**src/rtl/dpram_stream_reader.sv**
```systemverilog
// rtl/dpram_stream_reader.sv - read sequencer turning a simple_dpram_sclk range into a valid/ready stream
// The RAM output register acts as a third, pass-through buffer slot so the first word streams one cycle after its read.
module dpram_stream_reader #(
  parameter int ADDR_WIDTH = 11,
  parameter int DATA_WIDTH = 32,
  parameter int LEN_WIDTH  = 12
) (
  input  logic                  clk,
  input  logic                  rst_n,
  input  logic                  start,
  input  logic [ADDR_WIDTH-1:0] base_addr,
  input  logic [LEN_WIDTH-1:0]  length,
  input  logic                  abort,
  output logic                  busy,
  output logic                  done,
  output logic [ADDR_WIDTH-1:0] ram_raddr,
  output logic                  ram_re,
  input  logic [DATA_WIDTH-1:0] ram_dout,
  output logic [DATA_WIDTH-1:0] m_data,
  output logic                  m_valid,
  input  logic                  m_ready
);

  typedef enum logic [1:0] {
    S_IDLE,
    S_READ,
    S_DONE
  } state_t;

  state_t                r_state;
  state_t                w_state_nxt;
  logic [ADDR_WIDTH-1:0] r_addr;
  logic [LEN_WIDTH-1:0]  r_rem;
  logic                  r_inflight;
  logic [1:0]            r_count;
  logic [DATA_WIDTH-1:0] r_buf0;
  logic [DATA_WIDTH-1:0] r_buf1;
  logic                  r_rd_ptr;
  logic                  r_wr_ptr;

  logic                  w_pop;
  logic [1:0]            w_level;
  logic                  w_buf_push;
  logic                  w_buf_pop;
  logic [DATA_WIDTH-1:0] w_head;

  // Words held after this cycle: stored entries plus the returning read, minus the beat leaving now.
  assign w_pop   = m_valid & m_ready;
  assign w_level = r_count + {1'b0, r_inflight} - {1'b0, w_pop};

  assign ram_re    = (r_state == S_READ) & (r_rem != '0) & (w_level < 2'd2) & ~abort;
  assign ram_raddr = r_addr;

  assign m_valid = (r_count != 2'd0) | r_inflight;
  assign w_head  = r_rd_ptr ? r_buf1 : r_buf0;
  assign m_data  = ((r_count == 2'd0) && r_inflight) ? ram_dout : w_head;

  // A returning word consumed directly from the RAM output never enters storage.
  assign w_buf_push = r_inflight & ~(w_pop & (r_count == 2'd0));
  assign w_buf_pop  = w_pop & (r_count != 2'd0);

  assign busy = (r_state == S_READ);
  assign done = (r_state == S_DONE);

  // Zero-length transfers pass through READ so busy is visible for one cycle before done.
  always_comb begin
    w_state_nxt = r_state;
    if (abort) begin
      w_state_nxt = S_IDLE;
    end else begin
      case (r_state)
        S_IDLE: if (start) w_state_nxt = S_READ;
        S_READ: if ((r_rem == '0) && (w_level == 2'd0)) w_state_nxt = S_DONE;
        S_DONE: w_state_nxt = S_IDLE;
        default: w_state_nxt = S_IDLE;
      endcase
    end
  end

  always_ff @(posedge clk or negedge rst_n) begin
    if (!rst_n) begin
      r_state    <= S_IDLE;
      r_addr     <= '0;
      r_rem      <= '0;
      r_inflight <= 1'b0;
      r_count    <= 2'd0;
      r_buf0     <= '0;
      r_buf1     <= '0;
      r_rd_ptr   <= 1'b0;
      r_wr_ptr   <= 1'b0;
    end else begin
      r_state <= w_state_nxt;

      if ((r_state == S_IDLE) && start && !abort) begin
        r_addr <= base_addr;
        r_rem  <= length;
      end else if (ram_re) begin
        r_addr <= r_addr + 1'b1;
        r_rem  <= r_rem - 1'b1;
      end

      if (abort) begin
        r_inflight <= 1'b0;
        r_count    <= 2'd0;
        r_rd_ptr   <= 1'b0;
        r_wr_ptr   <= 1'b0;
      end else begin
        r_inflight <= ram_re;
        r_count    <= w_level;
        if (w_buf_push) begin
          if (r_wr_ptr) r_buf1 <= ram_dout;
          else          r_buf0 <= ram_dout;
          r_wr_ptr <= ~r_wr_ptr;
        end
        if (w_buf_pop) r_rd_ptr <= ~r_rd_ptr;
      end
    end
  end

endmodule

```
**config.mk**
```make
export PLATFORM = sky130hd
export DESIGN_NAME = dpram_stream_reader
export DESIGN_NICKNAME = d
export VERILOG_FILES = /design/src/rtl/dpram_stream_reader.sv
export SDC_FILE = /design/constraint.sdc
export NUM_CORES = 1
export LEC_CHECK = 0
export BUFFER_PORTS_ARGS = -buffer_cell sky130_fd_sc_hd__buf_4
export CAP_MARGIN = 10
export CORE_MARGIN = 5
export CORE_UTILIZATION = 49
export DETAILED_ROUTE_END_ITERATION = 10
export GPL_TIMING_DRIVEN = 0
export PLACE_DENSITY_LB_ADDON = 0.25
export SYNTH_ARGS = -nofsm -noshare
export SYNTH_HDL_FRONTEND = slang
export SYNTH_SLANG_ARGS = --single-unit
export TNS_END_PERCENT = 5
```
**constraint.sdc**
```tcl
create_clock -name clk -period 2.7 [get_ports clk]
set_clock_uncertainty 0.05 [all_clocks]
set_input_delay 0.135 -clock clk [delete_from_list [all_inputs] [get_ports clk]]
set_output_delay 0.135 -clock clk [all_outputs]
set_load 0.1 [all_outputs]
```
==> run summary <==
top cell family by delay on the critical path: simple AND/OR/NAND/NOR gates
part of the power in registers: 25.8%
chip width: 108.6 um
CTS Buf Count: 9
Residual DRC: 0
Max Clk Rate: 0.3625 GHz
final worst path period share: 102.2%
Synth Instances: 434
Worst Hold Slack: 17.02 ps
vias after detailed routing: 3995
IO Pins: 107
row cnt: 36
syn_nets: 499
Synth Register Bits: 94
Max VDD drop: 0.8129 mV
H-tree levels: 3
Distinct cells, synth: 48
DRT Wirelength: 12200 um
max_cap viols: 0
hold crit path type: in2reg
Mapped Area: 0.004762 sq mm
Die Span Y: 108.6 um
antenna violations before repair: 0
Reg2Reg Setup Slack: -30 ps
reg2reg start: r_count[0]$_DFF_PN0_
area grow syn2layout: 40.67%
Max stage delay on crit path: 420 ps
pre-CTS WS: -202.0 ps
register area: 0.002354 sq mm
fin nets: 680
GRT Residual Overflow: 0
vias in the first global route: 4152
worst hold path endpoint: ram_raddr[2]$_DFFE_PN0P_
Crit. End Element: output port
worst reg2reg path depth: 12
Final Core Density: 69.50%
final slew viol count: 0
global-route wire length before repair: 19810 um
RD Place Congestion: 0.7619
# setup viols final: 4
Synth async-reset ratio: 100.0%
slowest CP cell: dfrtp_1
Post-synth EDFFs: 0
power per cell area: 1259 mW/mm^2
clock sink count: 94
yosys warns: 0
count of antenna diodes in the layout: 0
CTS root buffer: clkbuf_8
DRT iter0 DRCs: 210
setup_tns: -102.8 ps
Die Area: 0.01179 sq mm
Synth Area per Inst: 10.97 sq um
Fill cells: 729
worst setup margin: -58.49 ps
Worst-Skew Late Latency: 350 ps
status: finished, violations left
RSZ-0062 raised after global routing: yes
leakage: 2.988 nW
WP data required: 2520 ps
post-DP HPWL: 7797 um
port bufs: 105
Worst-Margin Slew: 754.8 ps
violations in the final reports: negative setup slack
Reg clk slew, reported paths: 90 ps
CP startpoint kind: register
ratio of cells with drive above 1 in the final layout: 38.55%
Hold Path Origin: base_addr[2]
CP Buf/Inv Count: 4
crit-path cells: or3_4 -> and2_4 -> ha_4 -> inv_2 -> ha_4 -> xnor3_2 -> and3_4 -> nand2_8 -> inv_8 -> buf_12 -> buf_12
detail-routed net length per standard cell: 16.20 um
Internal Power: 3.791 mW
switching share of total power: 55.06%
Cell Count, Final, Fillers Out: 753
area of the multi-input gates: 0.002392 sq mm
Placed Instances: 672
maximum fanout along the worst path: 4
CTS tree: yes
worst hold path cell count: 3
main flop type after synthesis: dfrtp_1
largest net degree at the start of global routing: 95
reg-to-reg endpoint: ram_raddr[6]$_DFFE_PN0P_
Final ANT Viol Nets: 0
sequential share of the synthesized area: 49.40%
DRT Pass-1 Iters: 4
Clock Power Share: 11.1%
Final Hold Vio Count: 0
clk buf depth: 2
Comb power frac: 63.1%
Core ar.: 0.009639 sq mm
switching power: 4.645 mW
Worst EP arrival: 2570 ps
Vias per Instance: 5.305
post-layout min period: 2758 ps
Global Route Usage Sum: 21.25%
Setup CP Type: reg2out
initial core utilization: 49.40%
Slew headroom: 49.68%
[flip-flops by register name, summed over array words and instances, names as in the netlist]
| name | count |
|---|---|
| r_rem | 12 |
| r_state | 2 |
| r_count | 2 |
| r_wr_ptr | 1 |
| ram_raddr | 11 |
| r_buf1 | 32 |
| r_rd_ptr | 1 |
| r_buf0 | 32 |
| r_inflight | 1 |
[through the flow]
stage	power [mW]	area [sq um]
after floorplan	6.180	4782
after global placement	7.133	5737
after detailed placement	7.225	5737
after CTS	8.324	6502
after global routing	8.823	6699
final	8.437	6699
[synth_stat cells (all sizes together) (6+ instances only)]
| library cell | number | area share [%] |
|---|---|---|
| nand4 | 6 | 0.79 |
| o21ai | 46 | 4.9 |
| mux2 | 64 | 15 |
| mux2i | 32 | 6.7 |
| dfrtp | 94 | 49 |
| clkbuf | 16 | 1.3 |
| buf | 9 | 1.2 |
| xor2 | 9 | 1.7 |
| nand2 | 56 | 4.8 |
| nand3 | 13 | 1.5 |
| inv | 7 | 0.55 |
| nor2 | 16 | 1.3 |
| nor3 | 8 | 0.84 |
[worst register-to-register path, cell delays in order (launching register included)]
cell and delay (ps):
dfrtp_1 420, or3_4 380, and2_4 150, ha_4 250, inv_2 40, ha_4 140, xnor3_2 230, buf_4 130
nand3_4 140, buf_4 190, o31ai_2 250, a21oi_2 70, a21o_1 180
[worst max path at each step]
stage / to / slack (ps) / cells past startpoint / start
final: ram_re / -60 / 11 / r_count[0]$_DFF_PN0_
after global routing: ram_re / -150 / 11 / r_inflight$_DFF_PN0_
after global placement: ram_raddr[6]$_DFFE_PN0P_ / -150 / 10 / r_inflight$_DFF_PN0_
after detailed placement: ram_raddr[6]$_DFFE_PN0P_ / -200 / 10 / r_inflight$_DFF_PN0_
after CTS: ram_re / -260 / 12 / r_count[0]$_DFF_PN0_
after floorplan: m_data[1] / -230 / 3 / r_rd_ptr$_DFFE_PN0P_
[timing repair]
action	4_1_cts	5_1_grt
hold endpoints to repair	79	30
hold buffers	47	2
pin swaps	6	10
setup buffers	6	10
gates resized for setup	13	18
gates cloned	0	0
setup endpoints to repair	47	41
[cell families (layout without fill, tap and decap cells)]
kind of cell	after synthesis	in the layout	synth area share, %
compound gates	69	69	8.776
xor+xnor	13	13	2.706
fa+ha+maj	5	5	1.314
buf+inv	32	218	2.995
flops	94	94	49.40
mux	96	96	21.86
simple gates	125	125	12.95
[final cells by class]
type                       instances  area share, %
tap                              133          2.484
multi-input combinational        308          35.71
sequential                        94          35.13
inverter                           7         0.5043
timing repair buffer             171          21.48
clock inverter                     6         0.9152
buffer                            24          1.718
clock buffer                      10          2.055
[power by group through the flow]
stage | sequential (mW) | clock (mW) | combinational (mW)
2_1_floorplan | 2.44 | 0 | 3.74
5_1_grt | 2.25 | 1.02 | 5.56
3_3_place_gp | 2.16 | 0 | 4.98
6_report | 2.18 | 0.934 | 5.32
4_1_cts | 2.17 | 0.965 | 5.19
3_5_place_dp | 2.19 | 0 | 5.03
[layout by cell type, fill, tap and decap left out, drive strengths merged, types with 2 or more instances in the layout]
| master | netlist | layout |
|---|---|---|
| clkinv | 0 | 4 |
| nor3b | 2 | 2 |
| inv | 7 | 7 |
| o21ai | 46 | 46 |
| xnor2 | 3 | 3 |
| dfrtp | 94 | 94 |
| a21o | 2 | 2 |
| a211oi | 3 | 3 |
| a21oi | 4 | 4 |
| buf | 9 | 130 |
| or4 | 2 | 2 |
| nor4b | 2 | 2 |
| nor3 | 8 | 8 |
| a21boi | 2 | 2 |
| o31ai | 2 | 2 |
| a311oi | 3 | 3 |
| and3 | 4 | 4 |
| mux2 | 64 | 64 |
| nor2b | 3 | 3 |
| nand3 | 13 | 13 |
| nor4 | 5 | 5 |
| nand2 | 56 | 56 |
| nand4 | 6 | 6 |
| clkbuf | 16 | 26 |
| nor2 | 16 | 16 |
| mux2i | 32 | 32 |
| or3 | 2 | 2 |
| xor2 | 9 | 9 |
| o221a | 2 | 2 |
| ha | 5 | 5 |
| dlygate4sd3 | 0 | 49 |
| and2 | 3 | 3 |
[routing by layer]
layer / track usage [%] / up-vias / routed length (um)
met4: 7.665 / 0 / 155
met3: 3.104 / 17 / 438
li1: - / 1908 / -
met1: 27.18 / 1980 / 5311
met2: 36.63 / 90 / 6290
met5: 0 / - / 0
No activity file was read; power rests on OpenSTA's default activity.
